==> src/rtl/alu_arbiter_if.sv <==
// Bundle of client-side and ALU-side signals around alu_arbiter.
// slave: the arbiter's view; master: the environment (clients + ALU).
interface alu_arbiter_if #(
  parameter int WIDTH = 32
);
  logic             req0;
  logic             req1;
  logic [WIDTH-1:0] a0;
  logic [WIDTH-1:0] b0;
  logic [WIDTH-1:0] a1;
  logic [WIDTH-1:0] b1;
  logic [2:0]       op0;
  logic [2:0]       op1;
  logic             done0;
  logic             done1;
  logic [WIDTH-1:0] result;
  logic             err;
  logic             busy;
  logic [WIDTH-1:0] alu_a;
  logic [WIDTH-1:0] alu_b;
  logic [2:0]       alu_op;
  logic             alu_e;
  logic [WIDTH-1:0] alu_y;
  logic             alu_ack;

  modport slave (
    input  req0, req1, a0, b0, a1, b1, op0, op1, alu_y, alu_ack,
    output done0, done1, result, err, busy, alu_a, alu_b, alu_op, alu_e
  );

  modport master (
    output req0, req1, a0, b0, a1, b1, op0, op1, alu_y, alu_ack,
    input  done0, done1, result, err, busy, alu_a, alu_b, alu_op, alu_e
  );
endinterface

==> src/rtl/alu_arbiter.sv <==
// Round-robin arbiter/sequencer sharing one ALU between two requesters.
// Optional WAIT timeout enabled by defining ALU_ARB_TIMEOUT_EN.
module alu_arbiter #(
  parameter int WIDTH   = 32,
  parameter int TIMEOUT = 15
) (
  input  logic          clk,
  input  logic          rst_n,
  alu_arbiter_if.slave  bus
);

  typedef enum logic [1:0] {
    IDLE  = 2'd0,
    ISSUE = 2'd1,
    WAIT  = 2'd2,
    DONE  = 2'd3
  } state_t;

  state_t           state_r;
  state_t           state_nx;
  logic             ptr_r;
  logic             id_r;
  logic             gnt_s;
  logic             gnt_id_s;
  logic             ack_s;
  logic             tmo_s;
  logic [WIDTH-1:0] alu_a_r;
  logic [WIDTH-1:0] alu_b_r;
  logic [2:0]       alu_op_r;
  logic             alu_e_r;
  logic [WIDTH-1:0] result_r;
  logic             err_r;
  logic             busy_r;
  logic             done0_r;
  logic             done1_r;

`ifdef ALU_ARB_TIMEOUT_EN
  localparam int CW = (TIMEOUT > 1) ? $clog2(TIMEOUT) : 1;
  localparam logic [CW-1:0] CNT_MAX = CW'(TIMEOUT - 1);
  logic [CW-1:0] cnt_r;

  // WAIT-phase cycle counter, cleared on the ISSUE edge
  always_ff @(posedge clk or negedge rst_n) begin
    if (!rst_n) begin
      cnt_r <= '0;
    end else if (state_r == ISSUE) begin
      cnt_r <= '0;
    end else if (state_r == WAIT && !bus.alu_ack) begin
      cnt_r <= cnt_r + CW'(1);
    end
  end
`else
  localparam int unused_timeout = TIMEOUT;
`endif

  // State register
  always_ff @(posedge clk or negedge rst_n) begin
    if (!rst_n) begin
      state_r <= IDLE;
    end else begin
      state_r <= state_nx;
    end
  end

  // Next-state logic and grant selection (a lone request ignores the pointer)
  always_comb begin
    state_nx = state_r;
    gnt_s    = 1'b0;
    gnt_id_s = 1'b0;
    ack_s    = 1'b0;
    tmo_s    = 1'b0;
    case (state_r)
      IDLE: begin
        if (bus.req0 || bus.req1) begin
          gnt_s    = 1'b1;
          state_nx = ISSUE;
          if (bus.req0 && bus.req1) begin
            gnt_id_s = ptr_r;
          end else begin
            gnt_id_s = bus.req1;
          end
        end else begin
          state_nx = IDLE;
        end
      end
      ISSUE: begin
        state_nx = WAIT;
      end
      WAIT: begin
        if (bus.alu_ack) begin
          ack_s    = 1'b1;
          state_nx = DONE;
        end
`ifdef ALU_ARB_TIMEOUT_EN
        else if (cnt_r == CNT_MAX) begin
          tmo_s    = 1'b1;
          state_nx = DONE;
        end
`endif
        else begin
          state_nx = WAIT;
        end
      end
      DONE: begin
        state_nx = IDLE;
      end
      default: begin
        state_nx = IDLE;
      end
    endcase
  end

  // Datapath and registered outputs, all derived from the next state
  always_ff @(posedge clk or negedge rst_n) begin
    if (!rst_n) begin
      ptr_r    <= 1'b0;
      id_r     <= 1'b0;
      alu_a_r  <= '0;
      alu_b_r  <= '0;
      alu_op_r <= 3'd0;
      alu_e_r  <= 1'b0;
      result_r <= '0;
      err_r    <= 1'b0;
      busy_r   <= 1'b0;
      done0_r  <= 1'b0;
      done1_r  <= 1'b0;
    end else begin
      if (gnt_s) begin
        id_r     <= gnt_id_s;
        alu_a_r  <= gnt_id_s ? bus.a1  : bus.a0;
        alu_b_r  <= gnt_id_s ? bus.b1  : bus.b0;
        alu_op_r <= gnt_id_s ? bus.op1 : bus.op0;
      end
      if (ack_s) begin
        result_r <= bus.alu_y;
        err_r    <= 1'b0;
      end else if (tmo_s) begin
        result_r <= '0;
        err_r    <= 1'b1;
      end
      if (state_r == DONE) begin
        ptr_r <= ~id_r;
      end
      alu_e_r <= (state_nx == ISSUE) || (state_nx == WAIT);
      busy_r  <= (state_nx != IDLE);
      done0_r <= (state_nx == DONE) && !id_r;
      done1_r <= (state_nx == DONE) && id_r;
    end
  end

  assign bus.alu_a  = alu_a_r;
  assign bus.alu_b  = alu_b_r;
  assign bus.alu_op = alu_op_r;
  assign bus.alu_e  = alu_e_r;
  assign bus.result = result_r;
  assign bus.err    = err_r;
  assign bus.busy   = busy_r;
  assign bus.done0  = done0_r;
  assign bus.done1  = done1_r;

endmodule

==> src/flat_wrapper.sv <==
// flat-port wrapper written by rule: the top's interface ports become plain ports
module alu_arbiter_flat 
#(
  parameter int WIDTH   = 32,
  parameter int TIMEOUT = 15
)
  (clk, rst_n, bus_req0, bus_req1, bus_a0, bus_b0, bus_a1, bus_b1, bus_op0, bus_op1, bus_alu_y, bus_alu_ack, bus_done0, bus_done1, bus_result, bus_err, bus_busy, bus_alu_a, bus_alu_b, bus_alu_op, bus_alu_e);
  alu_arbiter_if #(.WIDTH(WIDTH)) bus_i ();
  input  logic clk;
  input  logic rst_n;
  input wire logic [$bits(bus_i.req0)-1:0] bus_req0;
  input wire logic [$bits(bus_i.req1)-1:0] bus_req1;
  input wire logic [$bits(bus_i.a0)-1:0] bus_a0;
  input wire logic [$bits(bus_i.b0)-1:0] bus_b0;
  input wire logic [$bits(bus_i.a1)-1:0] bus_a1;
  input wire logic [$bits(bus_i.b1)-1:0] bus_b1;
  input wire logic [$bits(bus_i.op0)-1:0] bus_op0;
  input wire logic [$bits(bus_i.op1)-1:0] bus_op1;
  input wire logic [$bits(bus_i.alu_y)-1:0] bus_alu_y;
  input wire logic [$bits(bus_i.alu_ack)-1:0] bus_alu_ack;
  output wire logic [$bits(bus_i.done0)-1:0] bus_done0;
  output wire logic [$bits(bus_i.done1)-1:0] bus_done1;
  output wire logic [$bits(bus_i.result)-1:0] bus_result;
  output wire logic [$bits(bus_i.err)-1:0] bus_err;
  output wire logic [$bits(bus_i.busy)-1:0] bus_busy;
  output wire logic [$bits(bus_i.alu_a)-1:0] bus_alu_a;
  output wire logic [$bits(bus_i.alu_b)-1:0] bus_alu_b;
  output wire logic [$bits(bus_i.alu_op)-1:0] bus_alu_op;
  output wire logic [$bits(bus_i.alu_e)-1:0] bus_alu_e;
  assign bus_i.req0 = bus_req0;
  assign bus_i.req1 = bus_req1;
  assign bus_i.a0 = bus_a0;
  assign bus_i.b0 = bus_b0;
  assign bus_i.a1 = bus_a1;
  assign bus_i.b1 = bus_b1;
  assign bus_i.op0 = bus_op0;
  assign bus_i.op1 = bus_op1;
  assign bus_i.alu_y = bus_alu_y;
  assign bus_i.alu_ack = bus_alu_ack;
  assign bus_done0 = bus_i.done0;
  assign bus_done1 = bus_i.done1;
  assign bus_result = bus_i.result;
  assign bus_err = bus_i.err;
  assign bus_busy = bus_i.busy;
  assign bus_alu_a = bus_i.alu_a;
  assign bus_alu_b = bus_i.alu_b;
  assign bus_alu_op = bus_i.alu_op;
  assign bus_alu_e = bus_i.alu_e;
  alu_arbiter #(.WIDTH(WIDTH), .TIMEOUT(TIMEOUT)) u_core (.clk(clk), .rst_n(rst_n), .bus(bus_i));
endmodule
==> config.mk <==
export PLATFORM = sky130hd
export DESIGN_NAME = alu_arbiter_flat
export DESIGN_NICKNAME = d
export VERILOG_FILES = /design/src/rtl/alu_arbiter_if.sv /design/src/rtl/alu_arbiter.sv /design/src/flat_wrapper.sv
export SDC_FILE = /design/constraint.sdc
export NUM_CORES = 1
export LEC_CHECK = 0
export BUFFER_PORTS_ARGS = -buffer_cell sky130_fd_sc_hd__buf_4
export CORE_MARGIN = 2
export CORE_UTILIZATION = 41
export DETAILED_ROUTE_END_ITERATION = 10
export GPL_TIMING_DRIVEN = 0
export PLACE_DENSITY = 0.86
export SYNTH_ARGS = -nofsm -noshare
export SYNTH_HDL_FRONTEND = slang
export SYNTH_SLANG_ARGS = --single-unit
export TNS_END_PERCENT = 5
==> constraint.sdc <==
create_clock -name clk -period 1.5 [get_ports clk]
set_clock_uncertainty 0.1 [all_clocks]
set_input_delay 0.225 -clock clk [delete_from_list [all_inputs] [get_ports clk]]
set_output_delay 0.225 -clock clk [all_outputs]
set_load 0.02 [all_outputs]
==> results.ini <==
[floorplanning]
die_w_um=115
start_util_pct=42.1
io_pins=275
core_area_um2=12000
die_area_um2=13200
die_h_um=115
rows=40

[setup_path]
crit_required_ps=1670
crit_family=simple AND/OR/NAND/NOR gates
crit_arrival_ps=1910
critPathMaxFanout=10
slowest_delay_ps=400
path_buf_inv=3
critical_path_class=register to register
crit_chain=inv_2, ha_4, nand2_8, buf_12, buf_6, or3b_4, a31oi_4
cp-start-kind=register
endpoint_kind=register
slowest_stage=dfrtp_1

[synthesis]
yosys.area_share.simple_pct=17.4
yosysTopAreaCell=dfrtp_1
synthArstFlopShare_pct=100
yosysMostFrequentCell=dfrtp_1
synth.mux.area_fraction_pct=7.13
ys_ff_latch=107
synth_ff_type=dfrtp_1
syn_inst=476
yosys-top-cells-area=dfrtp_1 53%, or3b_1 12%, a31oi_1 8.3%, mux2_2 6.5%, o21ai_1 5.5%
yosysUniqueCellTypes=23
synth_top_family_by_area=simple AND/OR/NAND/NOR gates
synth.top_cells.by_count=107 x dfrtp_1, 68 x nor2_1, 67 x a31oi_1, 67 x or3b_1, 56 x o21ai_1
avgSynthCellArea_um2=10.6
syn_nets=651
synth_area_um2=5050
ys_warn_count=0
synth_edf_count=0
synthXorXnorAreaFrac_pct=0
synth_top_area_share_pct=53.0
synth-compound-area-share_pct=15.6
yosysSeqAreaShare_pct=53.0
synthAdderAreaFrac_pct=0.990

[drt]
vias=4898
wl_um=16400
firstDrtPassIters=5
vias_per_cell=5.31
drt-initial-drc-count=260
ant_nets=0
wire_per_inst_um=17.7
drc=0

[placed_design]
gp_congestion=0.818
hpwl_um=12200
dpl.cell_count=896
place_worst_setup_slack_ps=-513
io_buffer_count=273

[pwr]
fin_total_pwr_uw=16800
clkPwrFrac_pct=15.1
p_leak_uw=0.00365
p_sw_share_pct=40.8
p_switching_uw=6860
ir_drop_uv=852
power.internal_uw=9960
pwr-share-seq_pct=30.9
combPwrFrac_pct=54.0
power_density_nw_per_um2=2120

[clock_network]
path_clk_slew_ps=70
clockBufferDepth=2
numCtsBuffers=9
clk_latency_ps=340
clock-sinks=107
clockRootBuffer=clkbuf_16
cts_tree=built
htree_num_levels=3

[grt]
antenna_found_initial=0
grt_remaining_overflow=0
grt_pass1_vias=5025
grt_first_pass_wirelength_um=25200
grt_max_degree=108
track_usage_pct=24.4

[cells_and_area]
fillCellCount=949
layout.nets=947
drive_gt1_share_pct=48.6
syn_to_final_growth_pct=56.8
fin_cells=923
insertedDiodeCount=0

[status]
status=complete, but fails checks
violations=negative setup slack

[sta]
worst_slack_ps=-240
tightest_slew_ps=531
timing.final.crit_period_ps=1740
whs_ps=10.3
slew_violations=0
hold_violations=0
slew_headroom_pct=64.6
timing.final.crit_share_pct=116
grt_setup_unrepaired=true
clock.fmax_mhz=575
setup_violations=78

[run]
max-cap-violations=0

[min_path]
hp-class=primary input to register

cell usage in the layout (no fill, tap or decap), types with 2 or more instances in the layout:
cell             instances
clkbuf_16                9
o21ai_1                 62
clkbuf_1                 3
buf_6                   10
dfrtp_1                107
or3b_1                  65
buf_12                   2
nor2_1                  68
o21ai_0                  8
clkdlybuf4s15_2          2
mux2_1                   3
or3b_4                   2
nor2b_1                  2
inv_2                    2
ha_1                     3
dlygate4sd3_1            5
a31oi_4                  2
buf_4                  287
clkbuf_2                 6
a31oi_1                 65
bufinv_16                2
dlygate4sd1_1            2
buf_8                    4
mux2_2                  29
buf_2                   10
path summary, 6_finish.rpt:
check | startpoint | end | slack (ps) | cells after the start
worst max-delay path | u_core.state_r[1]$_DFF_PN0_ | u_core.bus.alu_b[7]$_DFFE_PN0P_ | -240 | 7
worst min-delay path | bus_alu_y[30] | u_core.bus.result[30]$_DFFE_PN0P_ | 10 | 2
worst max register to register | u_core.state_r[1]$_DFF_PN0_ | u_core.bus.alu_b[7]$_DFFE_PN0P_ | -240 | 7
worst min register to register | u_core.id_r$_DFFE_PN0P_ | u_core.bus.done0$_DFF_PN0_ | 400 | 1
max in group asynchronous | rst_n | u_core.bus.alu_b[29]$_DFFE_PN0P_ | 470 | 3
min in group asynchronous | rst_n | u_core.bus.result[3]$_DFFE_PN0P_ | 130 | 2
state kept, by name, summed over array words and instances, names as in the netlist:
name and cells:
u_core.bus.busy 1, u_core.bus.alu_a 32, u_core.bus.result 32, u_core.bus.alu_op 3, u_core.bus.alu_e 1, u_core.ptr_r 1
u_core.state_r 2, u_core.id_r 1, u_core.bus.alu_b 32, u_core.bus.done1 1, u_core.bus.done0 1
layer usage:
metal / vias up / routed length, µm / global-route usage (%)
met4: 0 / 339 / 8.35
li1: 2312 / - / -
met3: 27 / 1120 / 4.74
met2: 216 / 8440 / 43.5
met5: - / 0 / 0
met1: 2343 / 6460 / 29.4
what timing repair did:
item	in CTS	in global routing
setup buffers	5	1
resized for setup	43	15
setup endpoints to repair	100	100
endpoints found under the hold margin	4	107
pin swaps	65	13
hold buffers	4	1
cell families (layout without fill, tap and decap cells):
family | after synthesis | after routing
buf+inv | 50 | 350
other cells | 1 | 1
simple gates | 142 | 142
fa+ha+maj | 4 | 4
flops | 107 | 107
mux | 32 | 32
compound gates | 140 | 140
power by group through the flow:
| stage | registers [µW] | logic (µW) | clock network, µW |
|---|---|---|---|
| after floorplan | 6820 | 3190 | 0 |
| after global placement | 5120 | 8350 | 0 |
| after detailed placement | 5230 | 8580 | 0 |
| after CTS | 5190 | 9010 | 2570 |
| after global routing | 5360 | 9790 | 2690 |
| final | 5200 | 9090 | 2530 |
per-stage QoR:
stage	util, %	area [µm²]	TNS [ps]
finish	66.0	7920	-12900
global placement	60.8	7310	-31330
detailed placement	60.8	7310	-43250
global route	66.0	7920	-19030
floorplan	-	5070	-5450
CTS	65.2	7830	-13460
layout make-up:
cell class / instances / area (µm²) / share of cell area (%)
inverter: 2 / 7.51 / 0.0948
sequential: 107 / 2680 / 33.8
timing repair buffer: 285 / 2190 / 27.6
multi-input combinational: 319 / 2150 / 27.2
clock inverter: 6 / 90.1 / 1.14
clock buffer: 9 / 225 / 2.84
tap: 147 / 184 / 2.32
buffer: 48 / 395 / 4.99
Power figures use the tool's default switching activity.
